**config.mk**
```make
export PLATFORM = sky130hd
export DESIGN_NAME = z80_bus_master
export DESIGN_NICKNAME = d
export VERILOG_FILES = /design/src/rtl/z80_bus_master.sv
export SDC_FILE = /design/constraint.sdc
export NUM_CORES = 1
export LEC_CHECK = 0
export CAP_MARGIN = 20
export CORE_UTILIZATION = 40
export DETAILED_ROUTE_END_ITERATION = 16
export MAX_ROUTING_LAYER = met4
export PLACE_DENSITY = 0.84
export SETUP_SLACK_MARGIN = 0.1
export SYNTH_ARGS = -nofsm -noshare
export SYNTH_HDL_FRONTEND = slang
export SYNTH_SLANG_ARGS = --single-unit
export TNS_END_PERCENT = 10
```
**constraint.sdc**
```tcl
create_clock -name clk -period 1.8 [get_ports clk]
set_input_delay 0.18 -clock clk [delete_from_list [all_inputs] [get_ports clk]]
set_output_delay 0.18 -clock clk [all_outputs]
set_load 0.02 [all_outputs]
```
**src/rtl/z80_bus_master.sv**
```systemverilog
// Z80 bus initiator: turns single-beat host requests into T1/T2/TW/T3 memory and I/O cycles.
// Define Z80BM_WAIT_EN to honour wait_n and abort cycles stalled for WAIT_TIMEOUT TW states.
module z80_bus_master #(
   parameter int unsigned WAIT_TIMEOUT = 255
) (
   input  logic        clk,
   input  logic        reset_n,
   input  logic        req_valid,
   output logic        req_ready,
   input  logic        req_we,
   input  logic        req_io,
   input  logic [15:0] req_addr,
   input  logic [7:0]  req_data,
   output logic        rsp_valid,
   output logic [7:0]  rsp_data,
   output logic        rsp_err,
   output logic        busy,
   output logic [15:0] A,
   output logic [7:0]  dout,
   input  logic [7:0]  di,
   output logic        mreq_n,
   output logic        iorq_n,
   output logic        rd_n,
   output logic        wr_n,
   output logic        m1_n,
   input  logic        wait_n
);

   typedef enum logic [2:0] {IDLE = 3'd0, T1, T2, TW, T3} state_t;

   state_t      state_q, state_d;
   logic        we_q, we_d, io_q, io_d;
   logic [15:0] addr_q, addr_d;
   logic [7:0]  dout_q, dout_d, rsp_data_q, rsp_data_d;
   logic [3:0]  strb_q, strb_d;
   logic        stall, tmo;

   // active-high {mreq, iorq, rd, wr} for a given state
   function automatic logic [3:0] strobes(input state_t st, input logic we, input logic io);
      logic       act;
      logic [3:0] s;
      act  = (st == T2) || (st == TW);
      s[3] = !io && ((st == T1) || act);
      s[2] = io && act;
      s[1] = !we && (((st == T1) && !io) || act);
      s[0] = we && act;
      return s;
   endfunction

`ifdef Z80BM_WAIT_EN
   localparam logic [7:0] TMO_LIMIT = WAIT_TIMEOUT[7:0];

   logic [7:0] wcnt_q, wcnt_d;
   logic       auto_q, auto_d, err_q, err_d;

   assign stall = ~wait_n;
   assign tmo   = ~wait_n & ~auto_q & (wcnt_q >= TMO_LIMIT);

   // wcnt counts TW states entered because of wait_n; the I/O auto-wait is not one of them
   always_comb begin
      wcnt_d = wcnt_q;
      auto_d = auto_q;
      err_d  = err_q;
      case (state_q)
         T1: begin
            wcnt_d = 8'd0;
            auto_d = 1'b0;
            err_d  = 1'b0;
         end
         T2: begin
            auto_d = io_q;
            if (!io_q && stall) wcnt_d = wcnt_q + 8'd1;
         end
         TW: begin
            if (tmo) begin
               err_d = 1'b1;
            end else if (stall) begin
               auto_d = 1'b0;
               wcnt_d = wcnt_q + 8'd1;
            end
         end
         default: ;
      endcase
   end

   always_ff @(posedge clk or negedge reset_n) begin
      if (!reset_n) begin
         wcnt_q <= 8'd0;
         auto_q <= 1'b0;
         err_q  <= 1'b0;
      end else begin
         wcnt_q <= wcnt_d;
         auto_q <= auto_d;
         err_q  <= err_d;
      end
   end

   assign rsp_err = err_q & (state_q == T3);
`else
   logic unused_cfg;
   assign unused_cfg = wait_n ^ (WAIT_TIMEOUT == 0);
   assign stall      = 1'b0;
   assign tmo        = 1'b0;
   assign rsp_err    = 1'b0;
`endif

   always_comb begin
      state_d    = state_q;
      we_d       = we_q;
      io_d       = io_q;
      addr_d     = addr_q;
      dout_d     = dout_q;
      rsp_data_d = rsp_data_q;
      case (state_q)
         IDLE, T3: begin
            state_d = IDLE;
            if (req_valid) begin
               state_d = T1;
               we_d    = req_we;
               io_d    = req_io;
               addr_d  = req_addr;
               if (req_we) dout_d = req_data;
            end
         end
         T1: state_d = T2;
         T2: begin
            if (io_q || stall) begin
               state_d = TW;
            end else begin
               state_d = T3;
               if (!we_q) rsp_data_d = di;
            end
         end
         TW: begin
            if (tmo) begin
               state_d = T3;
               if (!we_q) rsp_data_d = 8'hFF;
            end else if (!stall) begin
               state_d = T3;
               if (!we_q) rsp_data_d = di;
            end
         end
         default: state_d = IDLE;
      endcase
      strb_d = strobes(state_d, we_d, io_d);
   end

   always_ff @(posedge clk or negedge reset_n) begin
      if (!reset_n) begin
         state_q    <= IDLE;
         we_q       <= 1'b0;
         io_q       <= 1'b0;
         addr_q     <= 16'h0000;
         dout_q     <= 8'h00;
         rsp_data_q <= 8'h00;
         strb_q     <= 4'b0000;
      end else begin
         state_q    <= state_d;
         we_q       <= we_d;
         io_q       <= io_d;
         addr_q     <= addr_d;
         dout_q     <= dout_d;
         rsp_data_q <= rsp_data_d;
         strb_q     <= strb_d;
      end
   end

   assign req_ready = (state_q == IDLE) || (state_q == T3);
   assign rsp_valid = (state_q == T3);
   assign busy      = (state_q != IDLE);
   assign rsp_data  = rsp_data_q;
   assign A         = addr_q;
   assign dout      = dout_q;
   assign mreq_n    = ~strb_q[3];
   assign iorq_n    = ~strb_q[2];
   assign rd_n      = ~strb_q[1];
   assign wr_n      = ~strb_q[0];
   assign m1_n      = 1'b1;

endmodule

```
==> impl_metrics.json <==
{
  "power_uw": 4716,
  "root_buffer": "clkbuf_8",
  "hp-class": "input pin to async pin",
  "yosysSeqAreaShare_pct": 60.61,
  "area_delta_synth_final_pct": 50.55,
  "timing.fmax_ghz": 0.6485,
  "dpl.hpwl_microns": 2613,
  "worst_slew_pin_slew_ns": 0.8770,
  "arrival_ns": 1.71,
  "synth_cell_types": 23,
  "antenna_found_initial": 0,
  "clkSinkCount": 41,
  "vias_per_cell": 4.773,
  "antennaDiodeCount": 0,
  "vias": 1155,
  "drive_gt1_share_pct": 25.00,
  "cts_setup_buffers": 0,
  "max_slew_margin_pct": 41.53,
  "p_per_area_nw_per_um2": 1850,
  "grt_pass1_wl_microns": 5547,
  "synth_seq_cells": 41,
  "yosysWarnings": 0,
  "clk_path_buf_depth": 2,
  "syn_area_sq_um": 1693,
  "worst_r2r_path_depth": 3,
  "final.period_utilization_pct": 85.66,
  "gp_congestion": 0.7175,
  "rsz0062_at_grt": "no",
  "port-buffer-count": 75,
  "worstSkewPairLatency_ns": 0.28,
  "syn_nets": 152,
  "routed_wl_microns": 3497,
  "cp_data_required_time_ns": 1.97,
  "crit_type": "flip-flop to flip-flop",
  "maxSlewViolCount": 0,
  "grt_pass1_vias": 1176,
  "finalNonFillerCells": 242,
  "syn_inst": 114,
  "place_area_sq_um": 2460,
  "tns_ns": 0,
  "cp-end-kind": "flip-flop",
  "cts_hold_buf": 0,
  "avgRoutedWirePerCell_microns": 14.45,
  "syn_area_per_cell_sq_um": 14.85,
  "nets": 230,
  "power_leakage_uw": 0.001111,
  "rows": 23,
  "drc": 0,
  "drv_cap": 0,
  "grt_usage_pct": 18.05,
  "ir_worst_vdd_v": 0.0009511,
  "first_iter_violations": 25,
  "drtPass1Iterations": 4,
  "status": "finished, final reports clean",
  "finalHoldViolCount": 0,
  "htreeDepth": 2,
  "dieArea_sq_um": 4496,
  "worstSetupStartpointType": "flip-flop",
  "crit_fanout": 8,
  "finalWorstSetupSlack_ns": 0.2581,
  "initial_core_util_pct": 42.02,
  "place_inst": 235,
  "pin_count": 79,
  "stdcell_area_sq_um": 2549,
  "cts_tree": "yes",
  "grt_start_max_net_pins": 42,
  "skew_ns": 0.002810,
  "period_needed_ns": 1.542,
  "setup_violations": 0,
  "die_w_microns": 67.06,
  "dpl_worst_slack_ns": 0.1236,
  "antenna_left": 0,
  "die_h_microns": 67.06,
  "coreArea_sq_um": 4029,
  "cts_buffers": 5,
  "grt-ovfl-total": 0,
  "clk_pin_slew_worst_paths_ns": 0.07
}
[flip-flops by register name, summed over array words and instances, names as in the netlist]
| signal | count |
|---|---|
| io_q | 1 |
| strb_q | 4 |
| A | 16 |
| rsp_data | 8 |
| we_q | 1 |
| state_q | 3 |
| dout | 8 |
[placed cells by master, fill, tap and decap left out]
master	netlist	routed
a21oi_1	3	3
a31oi_1	1	1
and3_1	1	1
buf_2	0	1
buf_4	3	2
clkbuf_1	0	1
clkbuf_8	0	6
clkdlybuf4s50_1	0	71
conb_1	2	2
dfrtp_1	41	39
dfrtp_2	0	2
dlygate4sd2_1	0	2
dlymetal6s2s_1	0	1
inv_1	6	6
mux2_2	25	25
mux2_4	8	8
nand2_1	2	2
nand2_8	1	1
nand2b_1	4	4
nand3_1	1	1
nor2_1	4	4
nor2b_2	1	1
nor3_1	1	1
nor3_4	1	1
nor3b_1	2	2
nor3b_2	1	1
o21ai_0	1	1
or4_1	1	1
xor2_1	1	1
[synthesized netlist by cell type, drive strengths merged]
library cell   n  area, sq um
dfrtp         41         1026
mux2          33        401.6
buf            6        56.30
inv            6        22.52
nand2b         4        25.02
nor2           4        15.01
a21oi          3        15.01
nand2          3        27.53
nor3b          3        27.52
conb           2        7.510
nor3           2        21.27
a31oi          1        6.260
and3           1        6.260
nand3          1        5.000
nor2b          1        8.760
o21ai          1        5.000
or4            1        7.510
xor2           1        8.760
[final timing paths]
path | endpoint | from | slack [ns]
max | rsp_data[1]$_DFFE_PN0P_ | io_q$_DFF_PN0_ | 0.26
min | A[9]$_DFFE_PN0P_ | reset_n | 0.009
max reg2reg | rsp_data[1]$_DFFE_PN0P_ | io_q$_DFF_PN0_ | 0.26
min reg2reg | rsp_data[3]$_DFFE_PN0P_ | rsp_data[3]$_DFFE_PN0P_ | 0.51
max in group asynchronous | state_q[1]$_DFF_PN0_ | reset_n | 1.19
min in group clk | A[12]$_DFFE_PN0P_ | req_addr[12] | 0.50
[where the power goes]
part | leakage [uW] | switching (uW) | internal (uW)
Combinational | 0.000577 | 1110 | 1330
Clock | 0.0000443 | 285 | 304
Sequential | 0.000490 | 306 | 1380
Total | 0.00111 | 1700 | 3020
[layout make-up]
class,count,area [sq um]
multi-input cells,61,588.1
inverters,6,22.52
repair buffers,77,760.7
fillers,304,1480
clock buffers,7,86.33
well taps,50,62.56
flip-flops and latches,41,1028
[through the flow]
step                utilization (%)  hold WS, ns
detailed placement            61.06       0.3588
finish                        63.26     0.009372
global route                  63.26      0.08514
CTS                           63.20      0.04751
global placement              61.06       0.3259
floorplan                         -      -0.1156
[repair_timing]
| item | 4_1_cts | 5_1_grt |
|---|---|---|
| setup endpoints to repair | 3 | 1 |
| gates resized for setup | 4 | 1 |
| endpoints found under the hold margin | 0 | 0 |
| pin swaps | 0 | 0 |
[critical path: stages (launching register included)]
cell and delay, ns:
dfrtp_1 0.43, nor2b_2 0.21, nor3_4 0.40, mux2_2 0.39
[kinds of logic after synthesis]
family	Yosys count	share of synthesized area, %
AOI/OAI and AO/OA	5	1.552
xor gates and xnor gates	1	0.5175
buffers and inverters	12	4.656
DFF	41	60.61
muxes	33	23.73
other	2	0.4436
and+or+nand+nor	20	8.499
[routing by layer]
layer | share of wire [%] | vias to the layer above | wire (microns) | global-route usage, %
met5 | 0 | - | 0 | -
met4 | 1.5 | 0 | 51 | 7.447
met3 | 5.4 | 4 | 189 | 7.534
met2 | 54 | 41 | 1885 | 29.00
met1 | 39 | 575 | 1370 | 19.54
li1 | - | 535 | - | -
Note: power is estimated with default switching activity, not from simulation.
==> patch (config.mk and constraints unchanged) <==
Re-encode `state_t` (5 states) as one-hot, 5 bits wide.
--- a/src/rtl/z80_bus_master.sv
+++ b/src/rtl/z80_bus_master.sv
@@ -27,5 +27,5 @@
 );
 
-   typedef enum logic [2:0] {IDLE = 3'd0, T1, T2, TW, T3} state_t;
+   typedef enum logic [4:0] {IDLE = 5'b00001, T1 = 5'b00010, T2 = 5'b00100, TW = 5'b01000, T3 = 5'b10000} state_t;
 
    state_t      state_q, state_d;
Function: no difference found for any inputs over 10 cycles, from zero or initial values and one cycle with reset_n low; not proved beyond that.
==> patch against the unedited design <==
Power shrank 1.8%. Design area is 6.1% higher. Setup slack worse by 160 ps. Wire length is 17% higher. Sequential cell count is 2 higher. Synthesized area up 4.6%. Largest cell class unchanged. Via count up 12%.
==> patch: results (changes against the unedited design) <==
* Outcome: finished, final reports clean
* Post-synth top cells: dfrtp_1 (42), mux2_2 (32), inv_1 (7)
* Vias per cell at 4.92 (+3.0%)
* Seq/Total Area, Yosys at 60.8% (+0.24 points)
* CTS resizes at 9 (+5)
* Synth warn at 0 (unchanged)
* Hold_buf cts at 1 (+1)
* # fillers at 316 (+3.9%)
* Avg Cell Area, Syn at 13.9 µm² (-6.1%)
* DR WL/cell at 15.5 µm (+7.2%)
* P_leak at 1.18 nW (+6.1%)
* Int Pwr at 2.97 mW (-1.7%)
* Post-DP Area at 2610 µm² (+6.3%)
* DRT Wirelength at 4.09 mm (+17%)
* Synth top area cells: dfrtp_1 (59%), mux2_2 (20%), dfstp_2 (1.5%)
* Worst-case hold slack at 448 ps (+439 ps)
* CP max stage cell: or3_4
* Starting DRC count in detailed routing at 91 (+260%)
* Share of flip-flops with an asynchronous set or reset at 100% (unchanged)
* Post-route minimum period at 1700 ps (+157 ps)
* Compound-gate portion of the synthesized area at 2.90% (+1.3 points)
* Drc violations at 0 (unchanged)
* Final Wtd Congestion at 0.823 (+15%)
* R2R Setup Slk at 100 ps (-160 ps)
* Post-route cell area at 2710 µm² (+6.1%)
* Library cells used by synthesis at 36 (+57%)
* First-pass GRT wire length at 6.18 mm (+11%)
* PortBufs at 75 (unchanged)
* Max incr delay on CP at 390 ps (-40 ps)
* Multiplexer share of the synthesized area at 20.9% (-2.8 points)
* Actual slew at the worst max-slew pin at 583 ps (-294 ps)
* Largest net degree at the start of global routing at 27 (-36%)
* Placed cells at 255 (+8.5%)
* Share of post-route cells with drive strength above 1 at 26.2% (+1.2 points)
* GRT Util Overall at 19.4% (+1.3 points)
* Synth Area in XOR/XNOR at 1.48% (+0.97 points)
* Vias in the first global route at 1,328 (+13%)
* Post-Syn Nets at 165 (+8.6%)
* Peak supply drop at 0.862 mV (-9.4%)
* DP Worst Slack at 8.10 ps (-115 ps)
* Nets at 251 (+9.1%)
* Placed wire-length estimate at 3.15 mm (+20%)
* Total Power at 4.63 mW (-1.8%)
* CP arrival at 1870 ps (+160 ps)
-- patch: worst paths after layout --
path | start | end | cells past startpoint
max | state_q[1] | rsp_data[3] | 5
min | reset_n | dout[4] | 2
max reg2reg | state_q[1] | rsp_data[3] | 5
min reg2reg | A[1] | A[1] | 1
max in group asynchronous | reset_n | A[8] | 3
min in group clk | req_addr[14] | A[14] | 2
-- patch: area by class of cell --
cell class,instances,area [µm²],share of cell area [%]
clock buffer,8,80.1,2.96
inverter,7,26.3,0.971
multi-input combinational,70,633,23.4
sequential,43,1080,39.8
tap,50,62.6,2.31
timing repair buffer,86,826,30.5
-- patch: metal layers --
| metal | share of wire [%] | track usage, % | up-vias |
|---|---|---|---|
| li1 | - | - | 607 |
| met1 | 38 | 21.3 | 635 |
| met2 | 55 | 33.0 | 49 |
| met3 | 4.8 | 3.78 | 7 |
| met4 | 1.7 | 10.4 | 0 |
| met5 | 0 | - | - |
